**src/rtl/io_pkg.sv**
```systemverilog
// Shared definitions for the memory-mapped UART device: FSM state encoding,
// default bit timing and the CPU-side status word layout.
package io_pkg;

  typedef enum logic [1:0] {
    IDLE  = 2'd0,
    START = 2'd1,
    DATA  = 2'd2,
    STOP  = 2'd3
  } uart_state_e;

  localparam int DEFAULT_CLKS_PER_BIT = 868;

  localparam int STAT_READY_BIT = 1;
  localparam int STAT_NBUSY_BIT = 0;

  // Packs the flags the way the CPU-side decoder expects its status word.
  function automatic logic [1:0] status_bits(input logic busy, input logic ready);
    status_bits = '0;
    status_bits[STAT_READY_BIT] = ready;
    status_bits[STAT_NBUSY_BIT] = ~busy;
  endfunction

endpackage

```
**src/rtl/uart_bit_timer.sv**
```systemverilog
// Down-counting bit-period timer. A load starts a full or half bit period and
// tick_o marks its last cycle, so the owning FSM advances on the following edge.
module uart_bit_timer #(
  parameter int CLKS_PER_BIT = 868
) (
  input  logic clk,
  input  logic rst,
  input  logic load_half_i,
  input  logic load_full_i,
  output logic tick_o
);

  localparam int CNT_W = $clog2(CLKS_PER_BIT);

  logic [CNT_W-1:0] count_q, count_d;

  always_comb begin
    count_d = count_q;
    if (load_full_i) begin
      count_d = CNT_W'(CLKS_PER_BIT - 1);
    end else if (load_half_i) begin
      count_d = CNT_W'(CLKS_PER_BIT / 2 - 1);
    end else if (count_q != '0) begin
      count_d = count_q - CNT_W'(1);
    end
  end

  always_ff @(posedge clk or posedge rst) begin
    if (rst) begin
      count_q <= '0;
    end else begin
      count_q <= count_d;
    end
  end

  assign tick_o = (count_q == '0);

endmodule

```
**src/rtl/io_uart_device.sv**
```systemverilog
// Device side of the CPU I/O handshake: serialises stored bytes onto tx (8N1)
// and holds bytes received on rx with ready/overrun status for the CPU.
module io_uart_device
  import io_pkg::*;
#(
  parameter int CLKS_PER_BIT = DEFAULT_CLKS_PER_BIT,
  parameter int WORD         = 32
) (
  input  logic            clk,
  input  logic            rst,
  input  logic            start,
  input  logic [WORD-1:0] data_in,
  input  logic            clear,
  output logic            busy,
  output logic            ready,
  output logic [WORD-1:0] r_data,
  output logic            overrun,
  output logic            tx,
  input  logic            rx
);

  uart_state_e txState_q, txState_d;
  logic [7:0]  txShift_q, txShift_d;
  logic [2:0]  txIdx_q, txIdx_d;
  logic        txLine_q, txLine_d;
  logic        txBusy_q;
  logic        txLoad, txTick;

  uart_state_e rxState_q, rxState_d;
  logic [7:0]  rxShift_q, rxShift_d;
  logic [2:0]  rxIdx_q, rxIdx_d;
  logic        rxMeta_q, rxSync_q, rxPrev_q;
  logic        rxLoadHalf, rxLoadFull, rxTick, rxCommit;

  logic [7:0]  rxByte_q, rxByte_d;
  logic        ready_q, ready_d, overrun_q, overrun_d;

  logic        unusedDataBits;
  assign unusedDataBits = ^data_in[WORD-1:8];

  uart_bit_timer #(.CLKS_PER_BIT(CLKS_PER_BIT)) txTimer (
    .clk(clk), .rst(rst), .load_half_i(1'b0), .load_full_i(txLoad), .tick_o(txTick)
  );

  uart_bit_timer #(.CLKS_PER_BIT(CLKS_PER_BIT)) rxTimer (
    .clk(clk), .rst(rst), .load_half_i(rxLoadHalf), .load_full_i(rxLoadFull), .tick_o(rxTick)
  );

  // tx is registered alongside the state so the line changes on the transition edge.
  always_comb begin
    txState_d = txState_q;
    txShift_d = txShift_q;
    txIdx_d   = txIdx_q;
    txLine_d  = txLine_q;
    txLoad    = 1'b0;
    unique case (txState_q)
      IDLE: if (start) begin
        txShift_d = data_in[7:0];
        txLine_d  = 1'b0;
        txLoad    = 1'b1;
        txState_d = START;
      end
      START: if (txTick) begin
        txIdx_d   = 3'd0;
        txLine_d  = txShift_q[0];
        txLoad    = 1'b1;
        txState_d = DATA;
      end
      DATA: if (txTick) begin
        txLoad = 1'b1;
        if (txIdx_q == 3'd7) begin
          txLine_d  = 1'b1;
          txState_d = STOP;
        end else begin
          txIdx_d   = txIdx_q + 3'd1;
          txShift_d = txShift_q >> 1;
          txLine_d  = txShift_q[1];
        end
      end
      STOP: if (txTick) begin
        // A store landing on the final stop-bit cycle chains straight into the next frame.
        if (start) begin
          txShift_d = data_in[7:0];
          txLine_d  = 1'b0;
          txLoad    = 1'b1;
          txState_d = START;
        end else begin
          txLine_d  = 1'b1;
          txState_d = IDLE;
        end
      end
      default: txState_d = IDLE;
    endcase
  end

  always_comb begin
    rxState_d  = rxState_q;
    rxShift_d  = rxShift_q;
    rxIdx_d    = rxIdx_q;
    rxLoadHalf = 1'b0;
    rxLoadFull = 1'b0;
    rxCommit   = 1'b0;
    unique case (rxState_q)
      IDLE: if (rxPrev_q && !rxSync_q) begin
        rxLoadHalf = 1'b1;
        rxState_d  = START;
      end
      START: if (rxTick) begin
        if (rxSync_q) begin
          rxState_d = IDLE;
        end else begin
          rxIdx_d    = 3'd0;
          rxLoadFull = 1'b1;
          rxState_d  = DATA;
        end
      end
      DATA: if (rxTick) begin
        rxShift_d  = {rxSync_q, rxShift_q[7:1]};
        rxLoadFull = 1'b1;
        if (rxIdx_q == 3'd7) begin
          rxState_d = STOP;
        end else begin
          rxIdx_d = rxIdx_q + 3'd1;
        end
      end
      STOP: if (rxTick) begin
        rxCommit  = rxSync_q;
        rxState_d = IDLE;
      end
      default: rxState_d = IDLE;
    endcase
  end

  // A commit beats a simultaneous clear; overrun only latches if the old byte was never read.
  always_comb begin
    rxByte_d  = rxByte_q;
    ready_d   = ready_q;
    overrun_d = overrun_q;
    if (rxCommit) begin
      rxByte_d  = rxShift_q;
      ready_d   = 1'b1;
      overrun_d = clear ? 1'b0 : (overrun_q | ready_q);
    end else if (clear) begin
      ready_d   = 1'b0;
      overrun_d = 1'b0;
    end
  end

  always_ff @(posedge clk or posedge rst) begin
    if (rst) begin
      txState_q <= IDLE;
      txShift_q <= '0;
      txIdx_q   <= '0;
      txLine_q  <= 1'b1;
      txBusy_q  <= 1'b0;
      rxState_q <= IDLE;
      rxShift_q <= '0;
      rxIdx_q   <= '0;
      rxMeta_q  <= 1'b1;
      rxSync_q  <= 1'b1;
      rxPrev_q  <= 1'b1;
      rxByte_q  <= '0;
      ready_q   <= 1'b0;
      overrun_q <= 1'b0;
    end else begin
      txState_q <= txState_d;
      txShift_q <= txShift_d;
      txIdx_q   <= txIdx_d;
      txLine_q  <= txLine_d;
      txBusy_q  <= (txState_d != IDLE);
      rxState_q <= rxState_d;
      rxShift_q <= rxShift_d;
      rxIdx_q   <= rxIdx_d;
      rxMeta_q  <= rx;
      rxSync_q  <= rxMeta_q;
      rxPrev_q  <= rxSync_q;
      rxByte_q  <= rxByte_d;
      ready_q   <= ready_d;
      overrun_q <= overrun_d;
    end
  end

  assign busy    = txBusy_q;
  assign tx      = txLine_q;
  assign ready   = ready_q;
  assign overrun = overrun_q;
  assign r_data  = {{(WORD-8){1'b0}}, rxByte_q};

endmodule

```
**config.mk**
```make
export PLATFORM = sky130hd
export DESIGN_NAME = io_uart_device
export DESIGN_NICKNAME = d
export VERILOG_FILES = /design/src/rtl/io_pkg.sv /design/src/rtl/uart_bit_timer.sv /design/src/rtl/io_uart_device.sv
export SDC_FILE = /design/constraint.sdc
export NUM_CORES = 1
export LEC_CHECK = 0
export ABC_AREA = 1
export BUFFER_PORTS_ARGS = -buffer_cell sky130_fd_sc_hd__buf_2
export CAP_MARGIN = 20
export CORE_ASPECT_RATIO = 0.8
export CORE_MARGIN = 2
export CORE_UTILIZATION = 55
export CTS_BUF_LIST = sky130_fd_sc_hd__clkbuf_4 sky130_fd_sc_hd__clkbuf_8
export DETAILED_ROUTE_END_ITERATION = 12
export PLACE_DENSITY = 0.77
export SLEW_MARGIN = 25
export SYNTH_ARGS = -nofsm -noshare
export SYNTH_HDL_FRONTEND = slang
export SYNTH_SLANG_ARGS = --single-unit
```
**constraint.sdc**
```tcl
create_clock -name clk -period 4.93 [get_ports clk]
set_clock_uncertainty 0.1 [all_clocks]
set_input_delay 0.2465 -clock clk [delete_from_list [all_inputs] [get_ports clk]]
set_output_delay 0.2465 -clock clk [all_outputs]
set_load 0.01 [all_outputs]
```
* Word level (Yosys, flattened, before mapping)
Cells that the tools add are included.
** Storage, ports and cells
- Bits in registers :: 61
- Bits in latches :: 0
- Bits in writable memories :: 0
- Bits in read-only memories :: 0
- Bits of input ports :: 37
- Output and inout port bits :: 36
- Memories :: 0
** Operators by class
- $add $sub $neg :: 4
- Multiply operators :: 0
- Divide/modulo/power cells :: 0
- Magnitude comparators :: 0
- Equal/unequal tests :: 20
- Shifts and indexed selects :: 0
- Multiplexer cells :: 56
- Bitwise gates (word level) :: 1
- Reduce and logical (&&, ||, !) cells :: 22
** Operators by type and width (count)
- $mux W10 :: 5
- $mux W8 :: 4
- $ne A2 B2 Y1 const B :: 12
- $pmux W8 S3 :: 1
- $mux W2 :: 11
- $mux W1 :: 21
- $mux W3 :: 7
- $logic_not A10 Y1 :: 2
- $reduce_bool A10 Y1 :: 2
- $sub A10 B1 Y10 const B :: 2
- $pmux W2 S4 :: 2
- $pmux W3 S2 :: 2
- $reduce_and A4 Y1 :: 3
- $reduce_and A5 Y1 :: 2
- $reduce_bool A2 Y1 :: 5
- $eq A2 B2 Y1 const B :: 4
- $add A3 B1 Y3 const B :: 2
- $eq A3 B3 Y1 const B :: 2
- $reduce_bool A3 Y1 :: 2
- $eq A2 B1 Y1 const B :: 2
- $logic_not A2 Y1 :: 2
- $pmux W1 S4 :: 1
- $pmux W1 S3 :: 1
- $pmux W1 S2 :: 1
- 5 further kinds :: 5

* Depth between registers and ports, before layout
- Word-level depth :: 6
- Gate-level depth with buffers :: 11
- Depth with buffers taken out :: 11

* Modules after synthesis
A second synthesis with hierarchy kept.
** Second synthesis, totals
- Cell total of the unflattened synthesis :: 428
- Area total of the unflattened synthesis :: 3447.1 um2
** By module, submodules not included
- io_uart_device :: instances 1, cells an instance 270, area each 2235.9 um2, seq. area each 1031.0 um2
- uart_bit_timer :: instances 2, cells an instance 79, area each 605.6 um2, seq. area each 250.2 um2

* Least setup slack after synthesis
Ideal clock, no wire load.
- Path kind :: register -> register
- From :: register txState_q[0]
- To :: register txShift_q[1]
- Library setup time :: 0.122 ns
- Arrival time :: 1.524 ns
- Data required time :: 4.708 ns
- Slack :: 3.184 ns
- Cell stages (with the launch flop) :: 9
- Buffers on the path :: 1
- Cells stage by stage :: dfrtp_1 > inv_1 > ha_1 > inv_1 > a21oi_1 > nand4_4 > buf_6 > nand2_1 > o21ai_2
** On the way
- Cells in the longest elaborated chain, start to end :: 3
- Elaborated cells between the ends (all ways) :: 9
** Ends and longest elaborated chain
- start: declaration :: RTL line io_uart_device.sv:22 : uart_state_e txState_q, txState_d;
- start signal: assignment :: RTL line io_uart_device.sv:166 : txState_q <= txState_d;
- $eq A2 B2 Y1 or $logic_not A2 Y1 (tied branches) :: RTL line io_uart_device.sv:56 : unique case (txState_q)
- $ne A2 B2 Y1 (no source line) or $reduce_bool A3 Y1 (tied branches)
- $reduce_and A4 Y1 (no source line)
- end signal: assignment :: RTL line io_uart_device.sv:167 : txShift_q <= txShift_d;
- end: declaration :: RTL line io_uart_device.sv:23 : logic [7:0] txShift_q, txShift_d;
Several ways; a longest one is shown, not always the timed one.
A chain may end at the register's enable or synchronous reset.

* Final worst setup path
- From :: register txState_q[0]
- To :: register txShift_q[4]
The elaborated chain is that of the path after synthesis.

==> summary.md <==
| Metric | Value |
|---|---|
| # resized after CTS | 0 |
| Worst-margin pin slew | ~0.76 ns |
| Most frequent cell after synthesis | nand2_1 |
| Num rows | 25 |
| Dpl hpwl | ~4.3 mm |
| Vias in the first global route | roughly 2,400 |
| Worst Path Max Fanout | 16 |
| Die Height | between 70 and 80 um |
| Worst EP arrival | 2.57 ns |
| R2r worst-path depth | 7 |
| Total chip power | 1.658 mW |
| Max IR drop VDD | 0.3335 mV |
| Final setup viols | 0 |
| R2R Setup Slk | around 2.5 ns |
| Dpl cells | about 500 |
| First-pass GRT wire length | approximately 11 mm |
| Dominant cell type by area after synthesis | dfrtp_1 |
| Setup bufs post-CTS | 0 |
| FF-to-FF End | txShift_q[4] |
| Final period util | 0.4976 |
| Worst setup SP type | register |
| RSZ-0062 raised after global routing | false |
| Required time worst endpoint | around 5 ns |
| Relative slew slack | 0.4967 |
| Final Max Slew Viols | 0 |
| Cells after Synth | approximately 400 |
| Yosys top cell area share | 0.4132 |
| Mean routed wirelength per cell | 11.74 um |
| GRT Overall Usage | 0.2006 |
| CTS Root Cell | clkbuf_8 |
| RePlAce Congestion | between 0.8 and 0.9 |
| Max_cap viols | 0 |
| Crit path from | txState_q[0] |
| DRC Markers | 0 |
| CTS Buf Count | 9 |
| Ratio of total power to cell area | around 440 mW/mm^2 |
| # IOs | 73 |
| Post-synthesis register bit count | 61 |
| Chip width | 92.58 um |
| Leak | 1.956 nW |
| Ys flop type | dfrtp_1 |
| Synth warn | 0 |
| Reg-to-Reg Start | txState_q[0] |
| Number of synthesized flops with an enable pin | 0 |
| Sequential share of the synthesized area | 0.4436 |
| Hold Worst Slack | 0.009594 ns |
| Core area | 0.005974 sq mm |
| TritonCTS clock tree | yes |
| Most area-consuming cells after synthesis | dfrtp_1 (41%), nand2_1 (10%), ha_1 (6.2%) |
| Final core utilization | 0.6304 |
| Final Non-Filler Cells | 520 |
| Initial core utilization | 0.5778 |
| Clk buf depth | 2 |
| Fmax | about 410 MHz |
| TritonRoute pass-1 iters | 4 |
| Clk Latency, worst-skew pair | 0.34 ns |
| # fillers | approximately 500 |
| Ant. Diodes | 0 |
| Vias | around 2,500 |
| P&R area growth vs syn | 9.097% |
| Vias per cell | approximately 4.9 |
| Worst-path clk slew | approximately 0.080 ns |
| Fin crit period | approximately 2.5 ns |
| Max H-tree Level | 3 |
| Setup Crit Path Kind | register to register |
| Hold Vio Cnt, Final | 0 |
| Initial antenna violation count | 0 |
| Initial DRC Count | ~180 |
| Mean area per synthesized cell | between 8 and 9 sq um |
| Status | completed |
| Share of cells above drive strength 1 | 0.1936 |
| GR Overflow Total | 0 |
| Yosys cell types | 36 |
| Mapped cell area | 0.003452 sq mm |
| Port Buf Inserts | 24 |
| Post-route antenna net violation count | 0 |
| Fin nets | about 500 |
| Clk sinks | a little over 60 |
| CP Capture Type | register |
| WL final | between 6 and 7 mm |
| Pin count of the biggest net entering global routing | just over 60 |
| Top cells by count, synth | nand2_1 (96), dfrtp_1 (57), inv_1 (51) |
| Total negative slack | 0 ns |
| Hold WC Path Type | input pin to asynchronous set/reset pin |
| Die ar. | between 0.006 and 0.007 sq mm |
| Post-synthesis async set-or-reset flop share | 1.000 |
-- through the flow --
step                setup WS (ns)  cell area (sq um)
floorplan                   3.077               3538
global placement            2.557               3548
detailed placement          2.468               3548
CTS                         2.449               3766
global route                2.267               3766
finish                      2.477               3766
-- power breakdown --
part	leakage (nW)	total [mW]	internal, mW	switching, mW
registers	0.764	0.691	0.608	0.0824
logic	1.09	0.510	0.187	0.323
clock network	0.102	0.457	0.241	0.216
-- cell type report --
| type | count | area [sq um] | area share |
|---|---|---|---|
| repair buffers | 26 | 137.6 | 0.03654 |
| well taps | 81 | 101.3 | 0.02691 |
| inverters | 53 | 201.4 | 0.05349 |
| multi-input cells | 283 | 1587 | 0.4213 |
| clock buffers | 9 | 123.9 | 0.03289 |
| clock inverters | 7 | 83.83 | 0.02226 |
| flip-flops and latches | 61 | 1531 | 0.4066 |
-- worst max-delay path, cell delays in order, from the launching register on --
cell and delay [ns]:
dfrtp_1 0.43, inv_1 0.16, ha_1 0.62, inv_1 0.19, a21oi_1 0.29, nand4_4 0.30
nand2_1 0.18, o21ai_2 0.07
-- worst max-delay path by stage --
| stage | cells past startpoint | endpoint | slack, ns |
|---|---|---|---|
| CTS | 7 | txShift_q[4] | 2.45 |
| global placement | 7 | txShift_q[2] | 2.56 |
| finish | 7 | txShift_q[4] | 2.48 |
| global route | 7 | txShift_q[6] | 2.27 |
| floorplan | 1 | asynchronous set/reset pin | 3.08 |
| detailed placement | 7 | txShift_q[4] | 2.47 |
-- placed cells by master, fill, tap and decap left out, drive strengths merged, types with 3 or more instances in the layout --
| master | count |
|---|---|
| a21oi | 12 |
| buf | 25 |
| clkbuf | 9 |
| clkinv | 3 |
| conb | 24 |
| dfrtp | 57 |
| dfstp | 4 |
| ha | 17 |
| inv | 55 |
| mux2i | 7 |
| nand2 | 102 |
| nand3 | 23 |
| nand4 | 4 |
| nor2 | 30 |
| nor3 | 4 |
| o21ai | 46 |
| or2 | 3 |
| xor2 | 3 |
-- logic make-up after synthesis --
family / Yosys count / synth area share
DFF: 61 / 0.4436
xor gates and xnor gates: 3 / 0.007613
other: 1 / 0.001086
adders and majority gates: 17 / 0.06162
muxes: 7 / 0.02030
AOI/OAI and AO/OA: 61 / 0.1098
and+or+nand+nor: 171 / 0.2341
buffers and inverters: 81 / 0.1218
-- metal layers --
layer	track usage	vias up	routed length (um)
li1	-	1299	-
met1	0.2590	1175	2948
met2	0.3333	54	2866
met3	0.04705	2	252
met4	0.08292	0	38
met5	0	-	0
-- registers in the layout (all words and copies together) (netlist names), 2 cells and up, named ones only --
signal	flops
txShift_q	8
rxShift_q	8
txTimer.count_q	10
rxTimer.count_q	10
txIdx_q	3
rxByte_q	8
txState_q	2
rxIdx_q	3
-- timing repair --
item                                    CTS  global route
hold buffers                              1             0
endpoints found under the setup margin    0             0
endpoints found under the hold margin     1             0
Note: power is estimated with default switching activity, not from simulation.
